File: config.mk
export PLATFORM = sky130hd
export DESIGN_NAME = seq_operand_streamer_flat
export DESIGN_NICKNAME = d
export VERILOG_FILES = /design/src/rtl/seq_operand_streamer_pkg.sv /design/src/rtl/seq_operand_streamer_if.sv /design/src/rtl/rising_edge_detect.sv /design/src/rtl/seq_operand_streamer.sv /design/src/flat_wrapper.sv
export SDC_FILE = /design/constraint.sdc
export NUM_CORES = 1
export LEC_CHECK = 0
export CAP_MARGIN = 20
export CELL_PAD_IN_SITES_DETAIL_PLACEMENT = 0
export CELL_PAD_IN_SITES_GLOBAL_PLACEMENT = 1
export CORE_MARGIN = 2
export CORE_UTILIZATION = 35
export CTS_BUF_LIST = sky130_fd_sc_hd__clkbuf_8
export CTS_CLUSTER_DIAMETER = 150
export DETAILED_ROUTE_END_ITERATION = 8
export GPL_TIMING_DRIVEN = 0
export PLACE_DENSITY_LB_ADDON = 0.1
export SLEW_MARGIN = 10
export SYNTH_ARGS = -nofsm -noshare
export SYNTH_HDL_FRONTEND = slang
export SYNTH_SLANG_ARGS = --single-unit
export TNS_END_PERCENT = 10
File: constraint.sdc
create_clock -name clk -period 3.3 [get_ports clk]
set_input_delay 0.66 -clock clk [delete_from_list [all_inputs] [get_ports clk]]
set_output_delay 0.66 -clock clk [all_outputs]
set_load 0.01 [all_outputs]
File: src/rtl/seq_operand_streamer_pkg.sv
// seq_operand_streamer_pkg: shared state encoding and index-width helper
package seq_operand_streamer_pkg;
  typedef enum logic {ST_IDLE, ST_SEND} state_t;
  function automatic int idx_w(input int n);
    return n > 1 ? $clog2(n) : 1;
  endfunction
endpackage

File: src/rtl/seq_operand_streamer_if.sv
// seq_operand_streamer_if: valid/ready beat stream with first/last markers
interface seq_operand_streamer_if #(parameter int WIDTH = 16);
  logic [WIDTH-1:0] out_data;
  logic out_valid;
  logic out_ready;
  logic out_first;
  logic out_last;
  modport master(output out_data, out_valid, out_first, out_last, input out_ready);
  modport slave(input out_data, out_valid, out_first, out_last, output out_ready);
endinterface

File: src/rtl/rising_edge_detect.sv
// rising_edge_detect: one-cycle pulse on a 0->1 transition, reset value of the delayed copy selectable
module rising_edge_detect #(parameter logic RST_VAL = 1'b1) (
  input  logic clk,
  input  logic reset,
  input  logic in,
  output logic rise
);
  logic in_q;
  always_ff @(posedge clk)
    in_q <= reset ? RST_VAL : in;
  assign rise = in & ~in_q;
endmodule

File: src/rtl/seq_operand_streamer.sv
// seq_operand_streamer: captures COUNT operands on a trigger rise and streams them one per beat
module seq_operand_streamer
  import seq_operand_streamer_pkg::*;
#(
  parameter int WIDTH = 16,
  parameter int COUNT = 3
) (
  input  logic                   clk,
  input  logic                   reset,
  input  logic                   trigger,
  input  logic [COUNT*WIDTH-1:0] operands,
  seq_operand_streamer_if.master s,
  output logic                   busy,
  output logic                   done,
  output logic [WIDTH-1:0]       sum_out,
  output logic                   overrun
);
  localparam int IW = idx_w(COUNT);
  state_t state;
  logic [IW-1:0] idx;
  logic [WIDTH-1:0] acc;
  logic [WIDTH-1:0] beat;
  logic [COUNT-1:0][WIDTH-1:0] shadow;
  logic rise;
  logic is_last;
  logic xfer;
  rising_edge_detect #(.RST_VAL(1'b1)) u_red (
    .clk  (clk),
    .reset(reset),
    .in   (trigger),
    .rise (rise)
  );
  assign beat = shadow[idx];
  assign is_last = idx == IW'(COUNT - 1);
  assign busy = state == ST_SEND;
  assign xfer = busy & s.out_ready;
  assign s.out_valid = busy;
  assign s.out_data = busy ? beat : '0;
  assign s.out_first = busy & (idx == '0);
  assign s.out_last = busy & is_last;
  always_ff @(posedge clk) begin
    if (reset) begin
      state   <= ST_IDLE;
      idx     <= '0;
      acc     <= '0;
      shadow  <= '0;
      sum_out <= '0;
      done    <= 1'b0;
      overrun <= 1'b0;
    end else begin
      done <= 1'b0;
      if (state == ST_IDLE) begin
        if (rise) begin
          shadow <= operands;
          idx    <= '0;
          acc    <= '0;
          state  <= ST_SEND;
        end
      end else begin
        if (rise) overrun <= 1'b1;
        if (xfer) begin
          acc <= acc + beat;
          if (is_last) begin
            sum_out <= acc + beat;
            state   <= ST_IDLE;
            done    <= 1'b1;
            idx     <= '0;
          end else begin
            idx <= idx + 1'b1;
          end
        end
      end
    end
  end
endmodule

File: src/flat_wrapper.sv
// flat-port wrapper written by rule: the top's interface ports become plain ports
module seq_operand_streamer_flat import seq_operand_streamer_pkg::*;
#(
  parameter int WIDTH = 16,
  parameter int COUNT = 3
)
  (clk, reset, trigger, operands, busy, done, sum_out, overrun, s_out_data, s_out_valid, s_out_first, s_out_last, s_out_ready);
  seq_operand_streamer_if #(.WIDTH(WIDTH)) s_i ();
  input  logic clk;
  input  logic reset;
  input  logic trigger;
  input  logic [COUNT*WIDTH-1:0] operands;
  output logic busy;
  output logic done;
  output logic [WIDTH-1:0] sum_out;
  output logic overrun;
  output wire logic [$bits(s_i.out_data)-1:0] s_out_data;
  output wire logic [$bits(s_i.out_valid)-1:0] s_out_valid;
  output wire logic [$bits(s_i.out_first)-1:0] s_out_first;
  output wire logic [$bits(s_i.out_last)-1:0] s_out_last;
  input wire logic [$bits(s_i.out_ready)-1:0] s_out_ready;
  assign s_out_data = s_i.out_data;
  assign s_out_valid = s_i.out_valid;
  assign s_out_first = s_i.out_first;
  assign s_out_last = s_i.out_last;
  assign s_i.out_ready = s_out_ready;
  seq_operand_streamer #(.WIDTH(WIDTH), .COUNT(COUNT)) u_core (.clk(clk), .reset(reset), .trigger(trigger), .operands(operands), .s(s_i), .busy(busy), .done(done), .sum_out(sum_out), .overrun(overrun));
endmodule
==> results of run 1 <==
==> placed cells by master, fill, tap and decap left out, types with 6 or more instances in the layout <==
master           Yosys  routed
nor2b_1              6       6
o22ai_1             14      13
clkbuf_8             0      11
o21ai_0              7       7
xnor2_1             11      11
clkbuf_1            24      22
clkdlybuf4s50_1      0      88
a22o_1              15      15
nor2_1              16      16
nand3_1             10      10
nand2_1            138     138
inv_1                6       6
dfxtp_1             86      86
a31oi_1              6       6
and2_1              19      19
buf_2                6       6
a21oi_1             69      69
mux2i_1             16      15
ha_1                15      15
==> routing by layer <==
layer  share of wire  up-vias  global-route usage
met1            0.50     1779              0.2906
met3           0.052       23             0.03267
met2            0.42      101              0.2972
li1                -     1959                   -
met4           0.029        0              0.1033
met5               0        -                   0
==> kinds of logic (layout without fill, tap and decap cells) <==
group                      count (synthesis)  after routing  synth area share
AOI/OAI and AO/OA                        138            138            0.2097
xor gates and xnor gates                  13             13           0.02742
and+or+nand+nor                          202            202            0.2136
muxes                                     16             16           0.03856
DFF                                       86             86            0.4146
adders and majority gates                 16             16           0.05002
buffers and inverters                     44            148           0.04610
==> power breakdown <==
| part | total (uW) | switching, uW | internal, uW |
|---|---|---|---|
| Combinational | 212 | 111 | 102 |
| Clock | 867 | 399 | 468 |
| Sequential | 1070 | 12.7 | 1060 |
==> layout make-up <==
| type | count | area (um^2) | share of cell area |
|---|---|---|---|
| multi-input combinational | 385 | 2250 | 0.4118 |
| inverter | 7 | 26.28 | 0.004810 |
| tap | 143 | 178.9 | 0.03275 |
| clock buffer | 11 | 151.4 | 0.02771 |
| buffer | 37 | 172.7 | 0.03161 |
| clock inverter | 5 | 81.33 | 0.01489 |
| sequential | 86 | 1722 | 0.3152 |
| timing repair buffer | 88 | 880.8 | 0.1612 |
==> per-stage QoR <==
stage | cell area (um^2) | setup slack (ps) | TNS [ps] | std cells | hold WS [ps]
after floorplan | 4153 | 504.1 | 0 | 515 | 426.5
after global placement | 5213 | -28.37 | -54.92 | 746 | 440.6
after detailed placement | 5213 | -21.23 | -50.68 | 746 | 443.2
after CTS | 5446 | 38.27 | 0 | 762 | 458.3
after global routing | 5463 | 23.58 | 0 | 762 | 473.4
final | 5463 | 215.6 | 0 | 762 | 456.9
==> sequential cells by signal, summed over array words and instances (netlist names) <==
signal	count
u_core.done	1
u_core.u_red.in_q	1
u_core.overrun	1
u_core.idx	2
u_core.shadow	48
u_core.busy	1
u_core.acc	16
u_core.sum_out	16
==> worst paths after layout <==
| kind | slack [ps] | to |
|---|---|---|
| max reg2reg | 240 | u_core.acc[15] |
| min reg2reg | 460 | u_core.shadow[6] |
| min | 460 | u_core.shadow[6] |
| max | 220 | s_out_data[5] |
==> timing repair <==
item | CTS | global route
hold endpoints to repair | 0 | 0
pin swaps | 0 | 1
cloned | 0 | 0
setup endpoints to repair | 12 | 16
gates resized for setup | 1 | 8
==> worst reg2reg max path, stage by stage, from the launching register on <==
cell and delay [ps]:
dfxtp_1 310, buf_2 190, clkbuf_4 310, mux2i_2 320, o22ai_1 160, ha_1 370
a21oi_4 280, o22ai_1 100, or2_1 290, a31oi_1 290, xnor2_1 220, o31ai_2 80
==> impl_metrics.toml, run 1 <==
[pwr]
p_total_uw = 2151
p_per_area_mw_per_mm2 = 393.8
ir_worst_vdd_mv = 0.1966
leakage_uw = 0.001953

[floorplan]
die-area_mm2 = 0.01275
io_pins = 90
core_mm2 = 0.01152
row_count = 39
die_y_um = 112.9
start_util = 0.3606
die_x_um = 112.9

[global_route]
grt_first_pass_wirelength_mm = 20.01
grt_pass1_vias = 3847
grt_usage = 0.2036
gr-total-overflow = 0
grt_max_degree = 15
antenna_found_initial = 0

[min_path]
worstHoldStart = "u_core.shadow[6]"
hold_depth = 2
hold_class = "reg -> reg"

[detailed_routing]
wl_mm = 12.67
drt_iter0_markers = 201
detail_route.wl_per_cell_um = 16.63
drc = 6
drtAntennaViolNets = 0
drt_pass1_iterations = 6
num_vias = 3862
avgViaCountPerCell = 5.068

[clocking]
clock_sinks = 86
clk_latency_ps = 370
cts_buffers = 9
clock-root-buffer = "clkbuf_8"
cts_hold_buf = 0
cts_tree = "yes"
path_clk_slew_ps = 90
cts.path.max_buffers = 2
htreeDepth = 3
cts_setup_buffers = 0

[logic_synthesis]
async_reset_ff_frac = 0
synth_largest_area_cell = "dfxtp_1"
synthTopCellsByCount = "138 x nand2_1, 86 x dfxtp_1, 69 x a21oi_1, 24 x clkbuf_1, 19 x and2_1"
ys_seq_area_frac = 0.4146
ys_top_cells_by_area = "dfxtp_1 41%, nand2_1 12%, a21oi_1 8.3%"
synth_cell_types = 51
ys.flop_type = "dfxtp_1"
synth_top_area_frac = 0.4146
yosysMostFrequentCell = "nand2_1"
syn_area_per_cell_um2 = 8.064
yosysWarnings = 0
netlist_area_mm2 = 0.004153
ys_ff_latch = 86
synth_edf_count = 0
synth_cells = 515
synth_nets = 583

[worst_setup_path]
crit_type = "reg -> out"
arrival_ps = 2420
slowest_delay_ps = 560
reg2regPathDepth = 11
cp_num_cells = 6
cp-end-kind = "output pin"
cp_slowest_cell = "clkdlybuf4s50_1"
crit_family = "buffers and inverters"
cp-start-kind = "flop"
worstReg2RegStart = "u_core.idx[0]"
cp-startpoint = "u_core.idx[0]"
crit_chain = "buf_2 > clkbuf_4 > mux2i_1 > o22ai_1 > and2_1 > clkdlybuf4s50_1"
cp.required_ps = 2640
path_max_fanout = 10
cp.buffers_inverters = 3

[place]
hpwl_mm = 9.624
io_buffers = 88
gp_congestion = 0.8793

[status]
status = "complete, but fails checks"
violations = "DRC"

[sta]
setup_viol = 0
relSlewSlack = 0.3351
rsz0062_at_grt = "no"
max_freq_ghz = 0.3242
tightest_slew_ps = 997.4
hold_violations = 0
skew_ps = 8.224
finalCritPeriodShare = 0.9347
drv_slew = 0
period_needed_ps = 3084

[finish]
drive_gt1_frac = 0.06624
final.fill_count = 1194
antennaDiodeCount = 0
areaGrowthSynthToFinish_pct = 31.55
fin_nets = 682
fin_util = 0.4744

[job]
cap_violations = 0
Note: power is estimated with default switching activity, not from simulation.
==> run 2: changes to the inputs <==
Settings changed: CTS_CLUSTER_SIZE from default to 12.
==> results of run 2 <==
Same layout as run 1: the final DEF is identical, and so are final timing and power.
